--- src/rtl/fetch_queue.sv ---
// fetch_queue: instruction fetch stage sitting directly behind the PC.
// Requests the word at iaddr over a req/ack handshake, buffers {pc, instr}
// pairs in a DEPTH-entry FIFO toward decode, and drives the PC hold line so
// the PC advances exactly once per accepted fetch. Supports redirect flush
// and a sticky halt that only rst clears.
// Optional macro FETCH_PERF_EN adds fetch/stall/flush performance counters.
module fetch_queue #(
    parameter int DEPTH = 4,
    parameter int AW    = 16,
    parameter int DW    = 16
) (
    input  logic          clk,
`ifdef FETCH_PERF_EN
    output logic [15:0]   fetch_cnt,
    output logic [15:0]   stall_cnt,
    output logic [7:0]    flush_cnt,
`endif
    input  logic          rst,
    input  logic [AW-1:0] iaddr,
    input  logic          redirect,
    input  logic          halt_req,
    output logic          pc_stall,
    output logic          imem_req,
    output logic [AW-1:0] imem_addr,
    input  logic          imem_ack,
    input  logic [DW-1:0] imem_rdata,
    output logic          instr_valid,
    input  logic          instr_ready,
    output logic [DW-1:0] instr,
    output logic [AW-1:0] instr_pc
);

    localparam int PW = (DEPTH > 1) ? $clog2(DEPTH) : 1;
    localparam int CW = PW + 1;
    localparam logic [CW-1:0] FULL_CNT = CW'(DEPTH);

    typedef enum logic [1:0] {
        S_FETCH  = 2'd0,
        S_FULL   = 2'd1,
        S_HALTED = 2'd2
    } state_t;

    state_t        state_q, state_d;
    logic [CW-1:0] count_q, count_d;
    logic [PW-1:0] rd_ptr_q, rd_ptr_d;
    logic [PW-1:0] wr_ptr_q, wr_ptr_d;

    logic [AW-1:0] mem_pc_q  [DEPTH];
    logic [DW-1:0] mem_ins_q [DEPTH];

    logic halted;
    logic accept;
    logic pop;
    logic flush;

    // Handshake, PC hold and FIFO head outputs, all combinational from state
    always_comb begin
        halted      = (state_q == S_HALTED);
        imem_req    = (state_q == S_FETCH) & ~redirect & ~halt_req & ~rst;
        imem_addr   = iaddr;
        accept      = imem_req & imem_ack;
        instr_valid = (count_q != '0) & ~rst;
        pop         = instr_valid & instr_ready;
        // A redirect seen while halted is ignored: the PC is frozen, so the
        // queued instructions remain on the only path that will ever run.
        flush       = redirect & ~halted;
        pc_stall    = rst | halted | ~(accept | redirect);
        instr       = mem_ins_q[rd_ptr_q];
        instr_pc    = mem_pc_q[rd_ptr_q];
    end

    // Next-state for occupancy, pointers and the fetch state machine
    always_comb begin
        state_d  = state_q;
        count_d  = count_q;
        rd_ptr_d = rd_ptr_q;
        wr_ptr_d = wr_ptr_q;
        if (flush) begin
            // Flush discards any same-cycle pop; accept is already blocked.
            count_d  = '0;
            rd_ptr_d = '0;
            wr_ptr_d = '0;
            state_d  = halt_req ? S_HALTED : S_FETCH;
        end else begin
            if (accept) begin
                wr_ptr_d = wr_ptr_q + PW'(1);
            end
            if (pop) begin
                rd_ptr_d = rd_ptr_q + PW'(1);
            end
            case ({accept, pop})
                2'b10:   count_d = count_q + CW'(1);
                2'b01:   count_d = count_q - CW'(1);
                default: count_d = count_q;
            endcase
            if (halted | halt_req) begin
                state_d = S_HALTED;
            end else if ((state_q == S_FULL) && pop) begin
                state_d = S_FETCH;
            end else if ((state_q == S_FETCH) && accept && !pop &&
                         (count_q == FULL_CNT - CW'(1))) begin
                state_d = S_FULL;
            end
        end
    end

    // Control registers with synchronous reset
    always_ff @(posedge clk) begin
        if (rst) begin
            state_q  <= S_FETCH;
            count_q  <= '0;
            rd_ptr_q <= '0;
            wr_ptr_q <= '0;
        end else begin
            state_q  <= state_d;
            count_q  <= count_d;
            rd_ptr_q <= rd_ptr_d;
            wr_ptr_q <= wr_ptr_d;
        end
    end

    // FIFO storage; data only, written on every accepted fetch
    always_ff @(posedge clk) begin
        if (accept) begin
            mem_pc_q[wr_ptr_q]  <= iaddr;
            mem_ins_q[wr_ptr_q] <= imem_rdata;
        end
    end

`ifdef FETCH_PERF_EN
    logic [15:0] fetch_cnt_q, fetch_cnt_d;
    logic [15:0] stall_cnt_q, stall_cnt_d;
    logic [7:0]  flush_cnt_q, flush_cnt_d;

    // Counter increments; imem_req and flush are already zero when halted
    always_comb begin
        fetch_cnt_d = fetch_cnt_q + 16'(accept);
        stall_cnt_d = stall_cnt_q + 16'(imem_req & ~imem_ack);
        flush_cnt_d = flush_cnt_q + 8'(flush);
    end

    // Performance counter registers, wrapping on overflow
    always_ff @(posedge clk) begin
        if (rst) begin
            fetch_cnt_q <= '0;
            stall_cnt_q <= '0;
            flush_cnt_q <= '0;
        end else begin
            fetch_cnt_q <= fetch_cnt_d;
            stall_cnt_q <= stall_cnt_d;
            flush_cnt_q <= flush_cnt_d;
        end
    end

    assign fetch_cnt = fetch_cnt_q;
    assign stall_cnt = stall_cnt_q;
    assign flush_cnt = flush_cnt_q;
`endif

endmodule

--- config.mk ---
export PLATFORM = sky130hd
export DESIGN_NAME = fetch_queue
export DESIGN_NICKNAME = d
export VERILOG_FILES = /design/src/rtl/fetch_queue.sv
export SDC_FILE = /design/constraint.sdc
export NUM_CORES = 1
export LEC_CHECK = 0
export ABC_CLOCK_PERIOD_IN_PS = 3600
export CAP_MARGIN = 20
export CORE_ASPECT_RATIO = 0.75
export CORE_MARGIN = 2
export CORE_UTILIZATION = 35
export CTS_CLUSTER_SIZE = 30
export DETAILED_ROUTE_END_ITERATION = 16
export RECOVER_POWER = 100
export SYNTH_ARGS = -nofsm -noshare
export SYNTH_HDL_FRONTEND = slang
export SYNTH_SLANG_ARGS = --single-unit
--- constraint.sdc ---
create_clock -name clk -period 3.6 [get_ports clk]
set_clock_uncertainty 0.1 [all_clocks]
set_input_delay 1.08 -clock clk [delete_from_list [all_inputs] [get_ports clk]]
set_output_delay 1.08 -clock clk [all_outputs]
set_load 0.05 [all_outputs]
Word level (Yosys, flattened, before mapping)

Memories as Yosys holds them, arrays and structs flattened. A register that Yosys moved wholly into a read port is not among the register bits.
Index checks and enable logic that the tools add are counted.

Register bits after elaboration: 9
RAM bits: 128
Input bits: 38
Output and inout bits: 51
Memories: 2

Memories:

| name      | words | bits a word | rd ports | clocked after memory_dff | write ports | line | text |
|---|---|---|---|---|---|---|---|
| mem_ins_q | 4     | 16          | 1        | 1                        | 1           | 49   | `logic [DW-1:0] mem_ins_q [DEPTH];` |
| mem_pc_q  | 4     | 16          | 1        | 1                        | 1           | 48   | `logic [AW-1:0] mem_pc_q [DEPTH];` |

Add/sub/neg operators: 4
Eq/ne operators: 5
Mux-type cells: 12
Bitwise operators: 16
Reduce and logical (&&, ||, !) cells: 10

Operator list:

| cell                                                                   | count |
|---|---|
| 2-bit 2-to-1 mux                                                       | 9 |
| 1-bit bitwise AND                                                      | 7 |
| 3-bit one-hot mux with 2 select lines                                  | 1 |
| 1-bit inverter                                                         | 5 |
| 2-bit by 1-bit adder with 2-bit output (second input constant)         | 2 |
| 2-bit by 1-bit equality test with 1-bit output (second input constant) | 2 |
| 2-bit equality test (second input constant)                            | 2 |
| 1-bit logical AND                                                      | 4 |
| 1-bit bitwise OR                                                       | 4 |
| 4-bit nonzero test                                                     | 1 |
| 3-bit by 1-bit adder with 3-bit output (second input constant)         | 1 |
| 3-bit by 2-bit equality test with 1-bit output (second input constant) | 1 |
| 3-bit nonzero test                                                     | 1 |
| 3-bit by 1-bit subtractor with 3-bit output (second input constant)    | 1 |
| 2-bit logical NOT                                                      | 1 |
| 1-bit 2-to-1 mux                                                       | 2 |
| 2-bit nonzero test                                                     | 1 |
| 2-bit OR reduction                                                     | 1 |
| 1-bit logical NOT                                                      | 1 |

Depth between registers and ports, before layout

Gate-level depths: netlist (run 1).

Depth after elaboration: 12
Gate-level depth with buffers: 10

Least setup slack after synthesis (run 1)

OpenSTA, ideal clock, no wires.

Path type: input to output
Start point: input rst
End point: output imem_req
Data arrival time: 2653 ps
Data required time: 2420 ps
Slack: -233 ps
Stages: 3
Path through: buf_6 -> or3_4 -> nor3_1

Cells in the longest elaborated chain, start to end: 2

RTL lines:

| what               | line | text |
|---|---|---|
| start: declaration | 18   | `input logic rst,` |
| 1-bit inverter     | 59   | `imem_req = (state_q == S_FETCH) & ~redirect & ~halt_req & ~rst;` |
| 1-bit bitwise AND  | 59   |  |
| end: declaration   | 23   | `output logic imem_req,` |

Every way passes these cells.

Worst setup path after layout (run 1)

Same ends and word-level chain as after synthesis.

==> flow_summary.ini, run 1 <==
[run_status]
status = complete, no violations

[yosys]
yosysTopAreaCell = edfxtp_1
seq_area_frac_synth_pct = 76.1
ys_ff_latch = 139
syn_inst = 255
synth_warnings = 0
syn_area_per_cell_um2 = 20.9
synth_nets = 299
ys_top_cells_by_area = edfxtp_1 72%, mux4_2 13%, dfxtp_1 4.1%
netlist_area_um2 = 5340
ys_types = 30
yosysTopAreaCellShare_pct = 72.0

[cts]
cts_setup_buffers = 0
clkSlewWorstSetupHoldPaths_ns = 0.06
cts_root_buffer = clkbuf_16
h-tree-depth = 4
cts_buffers = 17
ctsLongestPathBuffers = 2
ctsHoldBuffers = 0
clock_latency_ns = 0.40
tritoncts = done
ctsResizeCount = 0
cts_sinks = 139

[setup_path]
required_ns = 2.42
crit_path_end_kind = output port
cp_data_arrival_time_ns = 2.34
worstPathMaxFanout = 3
cp-start-kind = input port
reg2regPathDepth = 10
crit_type = input port to output port

[sta]
setup_viol = 0
finalCriticalPeriod_ns = 3.52
relSlewSlack_pct = 35.0
fmax_mhz = 284
tns_ns = 0
rsz0062_at_grt = no
timing_hold_violations_final = 0
hold_slack_ns = 0.388
period_share_pct = 97.8
slew_viol_final = 0
setup_slack_ns = 0.0805
tightestPinTransition_ns = 0.975

[layout]
fin_nets = 396
seq_area_um2 = 4070
synthToLayoutAreaGrowth_pct = 27.6
diodes = 0
final_cells = 570
layout-drive-gt1-share_pct = 31.2
final_util_pct = 45.2
stdcell_area_um2 = 6810
nFillCells = 1302
multi_input_area_um2 = 1090

[drt]
ant_nets = 0
drtIter0Drc = 138
wire_per_inst_um = 17.4
first_pass_iters = 4
wl_um = 9910
drc = 0
viasPerCell = 4.61
vias = 2628

[placement]
placed_cell_area_um2 = 6540
dp_slack_ns = 0.0828
dpl.hpwl_um = 6180
port_buffers = 88
dp.cells = 538
gp_congestion = 0.708

[power]
power_mw = 3.76
ir_drop_mv = 0.298
leakagePower_nw = 2.23
power_density_nw_per_um2 = 551

[floorplan]
core.rowCount = 39
start_util_pct = 35.4
dieArea_um2 = 16300
die_x_um = 147
core-area_um2 = 15100
pin_count = 89
dieHeight_um = 111

[job]
drv_cap = 0

[global_routing]
groute.usage.overall_pct = 12.7
grt_first_pass_wirelength_um = 15400
grt_overflow = 0
grt_start_max_net_pins = 22
antenna_found_initial = 0
grt_pass1_vias = 2808

[worst_hold_path]
min-delay-path-class = flop to flop
hold_depth = 2
==> critical path, stage by stage <==
cell	delay, ns
clkdlybuf4s50_1	0.41
or3_4	0.42
nor3_2	0.12
clkbuf_2	0.30
==> cell usage after synthesis (all sizes together) <==
library cell / number
or4: 2
nand2: 2
o31ai: 1
nor2: 7
nor2b: 1
nand2b: 2
fa: 1
dfxtp: 11
ha: 5
clkbuf: 2
inv: 9
buf: 22
and2b: 2
or3: 3
mux2i: 2
and2: 4
a211oi: 1
edfxtp: 128
o21bai: 1
a21oi: 6
nor3: 4
xor2: 2
mux4: 32
o21ai: 5
==> path summary, 6_finish.rpt <==
kind | startpoint | to | slack [ns]
max reg2reg | state_q[1] | count_q[2] | 1.20
min reg2reg | rd_ptr_q[1] | flop | 0.39
max | rst | imem_req | 0.08
min | rd_ptr_q[1] | flop | 0.39
==> area by class of cell <==
type / count / area share [%]
sequential: 139 / 59.7
tap: 205 / 3.76
clock buffer: 19 / 6.35
multi-input combinational: 83 / 16.0
clock inverter: 13 / 2.77
timing repair buffer: 102 / 10.9
inverter: 9 / 0.496
==> registers in the layout, indices dropped and copies added, names as in the netlist, named ones only <==
register and count:
state_q 2, count_q 3, mem_ins_q 64, mem_pc_q 64
wr_ptr_q 2, rd_ptr_q 2
==> power by group <==
part	total, mW	leakage [nW]	switching (mW)	internal [mW]
clock network	1.83	0.300	0.658	1.17
logic	0.156	0.691	0.104	0.0519
registers	1.77	1.24	0.00332	1.77
==> logic make-up (layout without fill, tap and decap cells) <==
kind of cell	after synthesis	in the layout	share of synthesized area [%]
adder cells (fa/ha/maj)	6	6	1.55
AO/OA/AOI/OAI	14	14	1.45
buffers and inverters	33	143	3.68
XOR/XNOR	2	2	0.328
AND/OR/NAND/NOR	27	27	3.05
multiplexers	34	34	13.9
flip-flops	139	139	76.1
==> placed cells by master, fill, tap and decap left out, types with 5 or more instances in the layout <==
cell type	n
edfxtp_1	128
a21oi_1	6
inv_1	9
ha_1	5
buf_4	24
nor2_1	7
clkbuf_2	20
clkbuf_16	17
dlygate4sd3_1	32
mux4_2	32
dfxtp_1	9
clkbuf_1	22
clkdlybuf4s50_1	5
==> layer usage <==
| layer | global-route usage, % | wire (um) |
|---|---|---|
| met1 | 17.1 | 4600 |
| met2 | 19.7 | 4780 |
| met3 | 4.49 | 506 |
| met4 | 3.69 | 29 |
| met5 | 0 | 0 |
Power figures use the tool's default switching activity.
==> run 2: changes to the inputs <==
--- a/config.mk
+++ b/config.mk
@@ -8,9 +8,8 @@
 export ABC_CLOCK_PERIOD_IN_PS = 3600
 export CAP_MARGIN = 20
 export CORE_ASPECT_RATIO = 0.75
-export CORE_MARGIN = 2
 export CORE_UTILIZATION = 35
-export CTS_CLUSTER_SIZE = 30
+export CTS_CLUSTER_SIZE = 16
 export DETAILED_ROUTE_END_ITERATION = 16
 export RECOVER_POWER = 100
 export SYNTH_ARGS = -nofsm -noshare
==> run 2 against run 1 <==
Against the previous run:
- count of clock-buffer cells in the layout is 2 lower
- sequential share of layout area is 0.86 points higher
- total power is 5.2% lower
- critical endpoint is now pc_stall
- largest power group is now registers
- highest routed layer unchanged
==> flow_summary.ini, run 2 (synthesis gave the netlist of run 1 again) <==
[layout]
final_cell_mix = 128 x edfxtp_1, 34 x dlygate4sd3_1, 32 x mux4_2
synthToLayoutAreaGrowth_pct = 25.8
fin_nets = 395
nFillCells = 1282
multi_input_area_um2 = 1090
layout-drive-gt1-share_pct = 30.5
diodes = 0
final_common_cell = edfxtp_1
seq_area_um2 = 4070
top_regs = mem_ins_q: 64 flops, mem_pc_q: 64 flops, count_q: 3 flops
stdcell_area_um2 = 6720

[placement]
dp_slack_ns = 0.0524
dpl.hpwl_um = 6000
port_buffers = 88
gp_congestion = 0.706
placed_cell_area_um2 = 6570

[sta]
finalCriticalPeriod_ns = 3.51
fmax_mhz = 285
timing_hold_violations_final = 0
slew_viol_final = 0
period_share_pct = 97.6
tns_ns = 0
relSlewSlack_pct = 45.9
setup_viol = 0
rsz0062_at_grt = no
setup_slack_ns = 0.0875
tightestPinTransition_ns = 0.812

[cts]
cts_buffers = 17
ctsResizeCount = 0
cts_sinks = 139
clock_latency_ns = 0.41
tritoncts = done
cts_setup_buffers = 0
ctsHoldBuffers = 0
h-tree-depth = 4
cts_root_buffer = clkbuf_16
clkSlewWorstSetupHoldPaths_ns = 0.05
ctsLongestPathBuffers = 2

[setup_path]
slowest_delay_ns = 0.43
crit_slowest_cell = clkdlybuf4s50_1
reg2regPathDepth = 10
crit_path_end_kind = output port
crit_path_cell_trace = clkdlybuf4s50_1, or3_4, nor3_4, o21ai_1, buf_6
crit_type = input port to output port
cp_num_cells = 5
required_ns = 2.42
cpLargestDelayFamily = buffers and inverters
crit_buf_inv = 2
worstPathMaxFanout = 3
cp-start-kind = input port
cp_data_arrival_time_ns = 2.33

[power]
p_sw_share_pct = 21.9
p_int_mw = 2.78
clock_power_share_pct = 45.8
ir_drop_mv = 0.303
switchingPower_mw = 0.781
seq_power_share_pct = 49.8
p_comb_share_pct = 4.4
leakagePower_nw = 2.18
power_density_nw_per_um2 = 530

[floorplan]
dieHeight_um = 109
start_util_pct = 36.4
pin_count = 89
core-area_um2 = 14700
core.rowCount = 38
die_x_um = 145
dieArea_um2 = 15800

[global_routing]
grt_overflow = 0
antenna_found_initial = 0
grt_start_max_net_pins = 32
grt_pass1_vias = 2721
grt_first_pass_wirelength_um = 14600
groute.usage.overall_pct = 13.4

[worst_hold_path]
min-delay-path-class = flop to flop
hold_depth = 2

[drt]
wire_per_inst_um = 17.3
wl_um = 9780
first_pass_iters = 4
ant_nets = 0
viasPerCell = 4.69
vias = 2643
drc = 0
drtIter0Drc = 106

[run_status]
status = complete, no violations

[job]
drv_cap = 0
## run 2: cell types whose count changed in the layout (fill, tap and decap cells not counted), moves of 2 or more
cell / change
buf_2: +22
buf_4: -21
clkbuf_2: -14
clkbuf_4: +7
bufinv_16: -3
clkinv_4: +3
dlygate4sd3_1: +2
## run 2: power groups by stage
stage / Combinational, mW / Sequential (mW) / Clock [mW]
floorplan: 0.0967 / 1.81 / 0
global placement: 0.202 / 1.81 / 0
CTS: 0.206 / 1.77 / 1.67
global route: 0.165 / 1.77 / 1.73
finish: 0.155 / 1.77 / 1.63
detailed placement: 0.205 / 1.81 / 0
## run 2: final timing paths
kind / startpoint / end / slack (ns)
max reg2reg: state_q[1] / count_q[2] / 1.25
min reg2reg: rd_ptr_q[1] / flop / 0.40
max: rst / pc_stall / 0.09
min: rd_ptr_q[1] / flop / 0.40
## run 2: per-stage QoR
| stage | cells | hold slack (ns) | util [%] | power [mW] |
|---|---|---|---|---|
| after CTS | 564 | 0.408 | 48.6 | 3.65 |
| final | 564 | 0.398 | 45.7 | 3.56 |
| after global placement | 532 | 0.379 | 44.7 | 2.01 |
| after floorplan | 255 | 0.353 | - | 1.90 |
| after detailed placement | 532 | 0.377 | 44.7 | 2.01 |
| after global routing | 564 | 0.438 | 45.7 | 3.67 |
## run 2: layer usage
layer | vias to the layer above | GRT usage [%] | wire length, um
met5 | - | 0 | 0
met4 | 0 | 6.77 | 118
met3 | 10 | 4.00 | 510
met2 | 79 | 20.1 | 4560
met1 | 1351 | 17.6 | 4590
li1 | 1203 | - | -
## run 2: layout make-up
cell class / count / share of cell area, %
multi-input cells: 83 / 16.2
well taps: 200 / 3.73
inverters: 9 / 0.503
flip-flops and latches: 139 / 60.5
clock inverters: 15 / 2.05
repair buffers: 101 / 10.6
clock buffers: 17 / 6.33
## run 2: worst reg2reg max path: stages, from the launching register on
cell      delay (ns)
dfxtp_1         0.42
nand2b_1        0.20
nor3_4          0.06
clkbuf_1        0.14
inv_1           0.13
ha_1            0.21
inv_1           0.06
fa_1            0.37
xor2_1          0.15
or3_1           0.30
a21oi_1         0.13
==> run 3: changes to the inputs <==
--- a/config.mk
+++ b/config.mk
@@ -5,7 +5,7 @@
 export SDC_FILE = /design/constraint.sdc
 export NUM_CORES = 1
 export LEC_CHECK = 0
-export ABC_CLOCK_PERIOD_IN_PS = 3600
+export ABC_CLOCK_PERIOD_IN_PS = 2860
 export CAP_MARGIN = 20
 export CORE_ASPECT_RATIO = 0.75
 export CORE_UTILIZATION = 35
==> constraint.sdc (replaced) <==
create_clock -name clk -period 2.86 [get_ports clk]
set_clock_uncertainty 0.1 [all_clocks]
set_input_delay 0.858 -clock clk [delete_from_list [all_inputs] [get_ports clk]]
set_output_delay 0.858 -clock clk [all_outputs]
set_load 0.05 [all_outputs]
==> run 3 against run 2 <==
Against the previous run:
- clock power up 36%
- combinational power up 34%
- routed wire length up 3.7%
- register-to-register slack worse by 0.79 ns
- die area unchanged
- critical path type unchanged
==> flow_summary.ini, run 3 (synthesis gave the netlist of run 1 again) <==
[global_routing]
grt_pass1_vias = 2795
grt_overflow = 0
grt_start_max_net_pins = 25
antenna_found_initial = 0
grt_first_pass_wirelength_um = 15400
groute.usage.overall_pct = 14.1

[cts]
tritoncts = done
cts_root_buffer = clkbuf_16
cts_sinks = 139
h-tree-depth = 4
ctsLongestPathBuffers = 2
clock_latency_ns = 0.41
cts_buffers = 17
clkSlewWorstSetupHoldPaths_ns = 0.06

[setup_path]
required_ns = 1.90
r2r-end = count_q[2]
cp_data_arrival_time_ns = 1.85
reg2regPathDepth = 11
crit_type = input port to output port
cp-start-kind = input port
r2r_slack_ns = 0.46
startpoint = imem_ack
reg2reg_from = state_q[1]
crit_path_end_kind = output port
worstPathMaxFanout = 2

[layout]
nFillCells = 1248
final_util_pct = 47.4
multi_input_area_um2 = 1090
diodes = 0
seq_area_um2 = 4070
top_regs = mem_ins_q: 64 flops, mem_pc_q: 64 flops, count_q: 3 flops
synthToLayoutAreaGrowth_pct = 30.3
final_cell_mix = 128 x edfxtp_1, 33 x dlygate4sd3_1, 32 x mux4_2, 32 x buf_4, 21 x clkbuf_2
fin_nets = 405
layout-drive-gt1-share_pct = 37.0
stdcell_area_um2 = 6960
final_common_cell = edfxtp_1

[floorplan]
die_x_um = 145
dieHeight_um = 109
pin_count = 89
core-area_um2 = 14700
dieArea_um2 = 15800
core.rowCount = 38
start_util_pct = 36.4

[power]
power_mw = 4.65
leakagePower_nw = 2.33
ir_drop_mv = 0.392
power_density_nw_per_um2 = 668

[worst_hold_path]
hold_path.startpoint = rd_ptr_q[1]
hold_depth = 2
min-delay-path-class = flop to flop

[drt]
wl_um = 10100
vias = 2668
drtIter0Drc = 153
wire_per_inst_um = 17.7
viasPerCell = 4.66
first_pass_iters = 4
ant_nets = 0
drc = 0

[placement]
port_buffers = 88
gp_congestion = 0.740
placed_cell_area_um2 = 6810
dpl.hpwl_um = 6170

[sta]
tightestPinTransition_ns = 0.685
slew_viol_final = 0
period_share_pct = 98.1
tns_ns = 0
fmax_mhz = 357
finalCriticalPeriod_ns = 2.80
timing_hold_violations_final = 0
rsz0062_at_grt = no
setup_viol = 0
relSlewSlack_pct = 54.0

[job]
drv_cap = 0

[run_status]
status = complete, no violations
run 3: layout make-up:
type | instances | share of cell area (%)
clock inverters | 13 | 2.43
multi-input cells | 83 | 15.7
repair buffers | 111 | 13.3
inverters | 9 | 0.485
well taps | 200 | 3.59
clock buffers | 18 | 6.16
flip-flops and latches | 139 | 58.4
run 3: timing repair:
| item | 4_1_cts | 5_1_grt |
|---|---|---|
| pin swaps | 3 | 2 |
| endpoints found under the setup margin | 2 | 1 |
| hold buffers | 0 | 0 |
| gates cloned | 0 | 0 |
| gates resized for setup | 10 | 2 |
| setup buffers | 2 | 1 |
run 3: worst max-delay path, stage by stage:
cell and delay (ns):
clkdlybuf4s50_1 0.45, nand2b_1 0.09, nor3_4 0.21, o21ai_2 0.08, buf_6 0.15
run 3: where the power goes:
part	internal (mW)	total, mW	switching, mW
clock	1.38	2.21	0.834
sequential	2.23	2.23	0.00426
combinational	0.0745	0.207	0.133
run 3: per-layer routing:
metal / vias to the layer above / wire [um] / global-route usage, %
li1: 1218 / - / -
met1: 1366 / 4600 / 17.7
met2: 72 / 4920 / 22.3
met3: 12 / 513 / 4.74
met4: 0 / 107 / 6.32
met5: - / 0 / 0
run 3: worst max path at each step:
stage,cells after the start,slack [ns],endpoint
floorplan,3,-0.1,imem_req
global placement,5,-0.27,pc_stall
detailed placement,10,-0.30,count_q[2]
CTS,5,0.01,pc_stall
global route,3,0.003,instr[5]
finish,5,0.06,pc_stall
run 3: per-stage QoR:
step	hold WS (ns)	setup slack, ns	instances
after floorplan	0.353	-0.0973	255
after global placement	0.380	-0.269	539
after detailed placement	0.388	-0.299	539
after CTS	0.401	0.0140	572
after global routing	0.428	0.00263	573
final	0.397	0.0555	573
==> edit 1 (flow settings as in run 1) <==
Set the parameter `DW` to 12 (it was 16).
--- a/src/rtl/fetch_queue.sv
+++ b/src/rtl/fetch_queue.sv
@@ -7,7 +7,7 @@
 module fetch_queue #(
     parameter int DEPTH = 4,
     parameter int AW    = 16,
-    parameter int DW    = 16
+    parameter int DW    = 12
 ) (
     input  logic          clk,
 `ifdef FETCH_PERF_EN
Interface: changed (resized imem_rdata and instr); port bits go from 89 to 81. The function was not compared with the original's and may differ.
==> edit 1 against run 1 <==
Count of clock-buffer cells in the layout down 2; routed wire length down 12%; maximum frequency down 0.26%; sequential power down 11%; synthesized area down 11%; global-route usage up 0.16 points; critical path depth up 1; die area down 10%; first-iteration DRC count down 15%; core utilization up 2.0 points; worst setup slack worse by 9.3 ps; cell area down 8.9%; total power down 9.3%; sequential cell count down 16; highest routed layer unchanged.
==> edit 1: results <==
<?xml version="1.0" encoding="UTF-8"?>
<metrics>
  <group name="global_route">
    <metric name="grt_max_degree" unit="">18</metric>
    <metric name="grtUsageTotal" unit="%">12.9</metric>
    <metric name="grt_first_pass_wirelength" unit="um">13800</metric>
    <metric name="grt_pass1_vias" unit="">2495</metric>
  </group>
  <group name="drt">
    <metric name="avgViaCountPerCell" unit="">4.69</metric>
    <metric name="detail_route.iter0.violations" unit="">117</metric>
    <metric name="routed_wire_length_per_instance" unit="um">17.2</metric>
    <metric name="drt_pass1_iterations" unit="">6</metric>
  </group>
  <group name="synth">
    <metric name="number_of_synthesized_flops_with_an_enable_pin" unit="">112</metric>
    <metric name="nets_in_the_synthesized_netlist" unit="">274</metric>
    <metric name="netlist_top_cells_area" unit="">edfxtp_1 (71%), mux4_2 (13%), dfxtp_1 (4.6%), buf_4 (2.7%), ha_1 (1.3%)</metric>
    <metric name="synth-async-reset-ratio" unit="%">0</metric>
    <metric name="yosys-top-cells-count" unit="">edfxtp_1 (112), mux4_2 (28), buf_4 (17)</metric>
    <metric name="yosysSeqAreaShare" unit="%">75.1</metric>
    <metric name="postSynth.topFlopCell" unit="">edfxtp_1</metric>
    <metric name="postSynthAreaPerCell" unit="um^2">20.4</metric>
  </group>
  <group name="sta">
    <metric name="timing_worst_slew_pin_value" unit="ps">848</metric>
    <metric name="hold-worst-slack" unit="ps">396</metric>
  </group>
  <group name="place">
    <metric name="io_buffer_count" unit="">80</metric>
    <metric name="gp_congestion" unit="">0.681</metric>
    <metric name="numPlacedInstances" unit="">477</metric>
    <metric name="place.detailed.hpwl" unit="um">5570</metric>
    <metric name="placement.setup.worst_slack" unit="ps">73.6</metric>
  </group>
  <group name="status">
    <metric name="outcome" unit="">finished, final reports clean</metric>
  </group>
  <group name="power_and_ir_drop">
    <metric name="total_leakage_power" unit="nW">1.99</metric>
    <metric name="ir_worst_vdd" unit="mV">0.336</metric>
  </group>
  <group name="worst_setup_path">
    <metric name="worst-r2r-setup-slack" unit="ps">1250</metric>
  </group>
  <group name="cells_and_area">
    <metric name="diodes_inserted" unit="">0</metric>
    <metric name="fin_nets" unit="">365</metric>
    <metric name="final.fill_count" unit="">1153</metric>
    <metric name="largest_registers" unit="">mem_pc_q x64, mem_ins_q x48, count_q x3</metric>
    <metric name="drive_above_1_share" unit="%">24.0</metric>
    <metric name="stdcell_count" unit="">509</metric>
  </group>
  <group name="clock_tree">
    <metric name="cts.repair.resized" unit="">0</metric>
    <metric name="postCtsSetupBuffers" unit="">0</metric>
  </group>
  <group name="min_path">
    <metric name="min-delay-path-class" unit="">reg2reg</metric>
  </group>
</metrics>
## edit 1: cell count changes in the layout (fill, tap and decap cells not counted), sizes merged, moves of 3 or more
| cell | run 1 | this run |
|---|---|---|
| clkbuf | 59 | 47 |
| mux4 | 32 | 28 |
| clkinvlp | 1 | 5 |
| dlygate4sd3 | 32 | 29 |
| buf | 25 | 8 |
| clkdlybuf4s50 | 5 | 28 |
| inv | 13 | 10 |
| edfxtp | 128 | 112 |
## edit 1: worst max path at each step
| stage | start | cells after the start | slack, ps | end |
|---|---|---|---|---|
| after floorplan | rst | 3 | 200 | imem_req |
| after global placement | rst | 5 | 80 | pc_stall |
| after detailed placement | rst | 5 | 70 | pc_stall |
| after CTS | flop | 3 | 60 | instr[1] |
| after global routing | flop | 3 | 10 | instr[4] |
| final | rst | 5 | 70 | pc_stall |
## edit 1: where the power goes
part	switching (mW)	leakage [nW]	total, mW	internal, mW
Clock	0.604	0.277	1.69	1.08
Sequential	0.00309	1.10	1.57	1.57
Combinational	0.0988	0.616	0.149	0.0501
Total	0.705	1.99	3.41	2.70
## edit 1: per-layer routing
metal  wire length [um]  vias up  GRT usage (%)
met5                  0        -              0
met4                 34        0           4.11
met3                463        4           5.32
met2               3940       67           19.2
met1               4290     1206           17.2
li1                   -     1109              -
## edit 1: cells by family (layout without fill, tap and decap cells)
kind of cell | after synthesis | after routing | share of synthesized area (%)
flip-flops | 123 | 123 | 75.1
buffers and inverters | 32 | 136 | 4.09
multiplexers | 30 | 30 | 13.6
AND/OR/NAND/NOR | 27 | 27 | 3.41
AO/OA/AOI/OAI | 14 | 14 | 1.63
adder cells (fa/ha/maj) | 6 | 6 | 1.73
XOR/XNOR | 2 | 2 | 0.367
## edit 1: per-stage QoR
stage	instance area, um^2	util (%)	power, mW
floorplan	4770	-	1.69
global placement	5940	45.2	1.79
detailed placement	5940	45.2	1.79
CTS	6540	49.7	3.49
global route	6210	47.2	3.54
finish	6210	47.2	3.41
## edit 1: final cells by class
type                            instances  share of cell area, %
Tap cell                              171                   3.44
Multi-Input combinational cell         79                   16.1
Clock inverter                         15                   2.82
Timing Repair Buffer                   95                   12.5
Sequential cell                       123                   57.7
Inverter                                9                  0.544
Clock buffer                           17                   6.85
## edit 1: critical path: stages
cell and delay, ps:
clkdlybuf4s50_1 420, or3_4 420, nor3_4 150, o21ai_1 80
buf_4 190
==> edit 2 (settings of run 1) <==
Made on the original files. Re-encode `state_t` (3 states) as one-hot, 3 bits wide.
--- a/src/rtl/fetch_queue.sv
+++ b/src/rtl/fetch_queue.sv
@@ -34,10 +34,10 @@
     localparam int CW = PW + 1;
     localparam logic [CW-1:0] FULL_CNT = CW'(DEPTH);
 
-    typedef enum logic [1:0] {
-        S_FETCH  = 2'd0,
-        S_FULL   = 2'd1,
-        S_HALTED = 2'd2
+    typedef enum logic [2:0] {
+        S_FETCH  = 3'b001,
+        S_FULL   = 3'b010,
+        S_HALTED = 3'b100
     } state_t;
 
     state_t        state_q, state_d;
Function: no difference found for any inputs over 4 cycles, from zero or initial values and one cycle with rst high; so few cycles prove little.
==> edit 2 against run 1 <==
Highest routed layer unchanged; sequential cell count is 1 higher; critical path depth is 1 higher; worst hold slack better by 17 ps; largest cell class unchanged; routed wire length is 1.4% higher; total power is 3.1% lower; cell count is 1.2% higher; maximum frequency is 1.1% higher; worst setup slack better by 39 ps; register-to-register slack worse by 120 ps; cell area is 1.6% higher; global-route usage is 0.29 points higher; clock power is 7% lower; synthesized area is 0.96% higher.
==> edit 2: results <==
<?xml version="1.0" encoding="UTF-8"?>
<metrics>
  <group name="synth">
    <metric name="netlist_top_cells_area" unit="">edfxtp_1 (71%), mux4_2 (13%), dfxtp_1 (4.5%), buf_4 (2.2%), ha_1 (1.2%)</metric>
    <metric name="synth_compound_area_share" unit="%">1.23</metric>
    <metric name="muxShareOfSynthArea" unit="%">13.4</metric>
    <metric name="nets_in_the_synthesized_netlist" unit="">305</metric>
    <metric name="yosys-top-cells-count" unit="">edfxtp_1 (128), mux4_2 (32), buf_4 (16)</metric>
    <metric name="adder_cell_area_share_of_the_yosys_netlist" unit="%">1.53</metric>
    <metric name="yosysSeqAreaShare" unit="%">75.7</metric>
    <metric name="synth-async-reset-ratio" unit="%">0</metric>
    <metric name="postSynthAreaPerCell" unit="um^2">20.7</metric>
    <metric name="yosysUniqueCellTypes" unit="">31</metric>
    <metric name="yosys.area_share.xor_xnor" unit="%">0.974</metric>
  </group>
  <group name="cells_and_area">
    <metric name="final.fill_count" unit="">1325</metric>
    <metric name="fin_nets" unit="">403</metric>
    <metric name="stdcell_count" unit="">577</metric>
    <metric name="largest_registers" unit="">mem_ins_q x64, mem_pc_q x64</metric>
    <metric name="drive_above_1_share" unit="%">23.7</metric>
  </group>
  <group name="place">
    <metric name="gp_congestion" unit="">0.766</metric>
    <metric name="place.detailed.hpwl" unit="um">6290</metric>
    <metric name="io_buffer_count" unit="">88</metric>
    <metric name="numPlacedInstances" unit="">545</metric>
    <metric name="placedInstanceArea" unit="um^2">6710</metric>
    <metric name="placement.setup.worst_slack" unit="ps">111</metric>
  </group>
  <group name="min_path">
    <metric name="min-delay-path-class" unit="">reg2reg</metric>
  </group>
  <group name="global_route">
    <metric name="grtUsageTotal" unit="%">13.0</metric>
    <metric name="grt_max_degree" unit="">25</metric>
    <metric name="grt_first_pass_wirelength" unit="um">15500</metric>
    <metric name="grt_pass1_vias" unit="">2794</metric>
  </group>
  <group name="status">
    <metric name="outcome" unit="">finished, final reports clean</metric>
  </group>
  <group name="drt">
    <metric name="drt_pass1_iterations" unit="">4</metric>
    <metric name="via_count" unit="">2655</metric>
    <metric name="routed_wire_length_per_instance" unit="um">17.4</metric>
    <metric name="detail_route.iter0.violations" unit="">104</metric>
  </group>
  <group name="power_and_ir_drop">
    <metric name="ir_worst_vdd" unit="mV">0.367</metric>
    <metric name="total_leakage_power" unit="nW">2.23</metric>
    <metric name="switching_share" unit="%">21.4</metric>
  </group>
  <group name="sta">
    <metric name="slew_limit_headroom" unit="%">49.7</metric>
  </group>
  <group name="worst_setup_path">
    <metric name="data_arrival_time_of_the_worst_path" unit="ps">2300</metric>
    <metric name="critPathMaxStageDelay" unit="ps">530</metric>
    <metric name="cpMaxStageDelayCell" unit="">clkdlybuf4s50_1</metric>
  </group>
  <group name="clock_tree">
    <metric name="cts-buffers-inserted" unit="">17</metric>
    <metric name="clock_latency" unit="ps">410</metric>
  </group>
</metrics>
-- edit 2: cell types whose count changed in the layout (fill, tap and decap cells not counted), moves of 4 or more --
cell and delta:
clkbuf_2 -9, dlygate4sd3_1 +25, buf_4 -19, xnor2_1 +4, nor2_1 +8
-- edit 2: per-layer routing --
metal / global-route usage [%] / vias to the layer above / share of wire (%)
li1: - / 1212 / -
met3: 4.67 / 14 / 4.7
met5: 0 / - / 0
met1: 16.5 / 1361 / 44
met2: 21.0 / 68 / 50
met4: 4.10 / 0 / 1.5
-- edit 2: power groups by stage --
stage          Clock (mW)  Combinational [mW]  Sequential, mW
3_3_place_gp            0               0.193            1.82
4_1_cts              1.75               0.198            1.78
3_5_place_dp            0               0.197            1.82
5_1_grt              1.83               0.159            1.78
6_report             1.71               0.148            1.78
2_1_floorplan           0              0.0892            1.82
-- edit 2: worst paths after layout --
kind | startpoint | slack, ps | to | cells past startpoint
worst max register to register | state_q[2] | 1080 | mem_ins_q[0][8] | 5
worst min register to register | wr_ptr_q[1] | 400 | wr_ptr_q[1] | 2
worst max-delay path | redirect | 120 | pc_stall | 5
worst min-delay path | wr_ptr_q[1] | 400 | wr_ptr_q[1] | 2
-- edit 2: final cells by class --
cell class / instances / area (um^2) / share of cell area, %
clock buffers: 17 / 425 / 6.14
well taps: 205 / 256 / 3.71
multi-input cells: 88 / 1090 / 15.8
flip-flops and latches: 140 / 4090 / 59.0
repair buffers: 104 / 867 / 12.5
inverters: 8 / 31.3 / 0.452
clock inverters: 15 / 163 / 2.35
-- edit 2: kinds of logic after synthesis --
| group | Yosys count |
|---|---|
| and+or+nand+nor | 33 |
| AOI/OAI and AO/OA | 11 |
| muxes | 32 |
| xor gates and xnor gates | 6 |
| DFF | 140 |
| buffers and inverters | 33 |
| adders and majority gates | 6 |
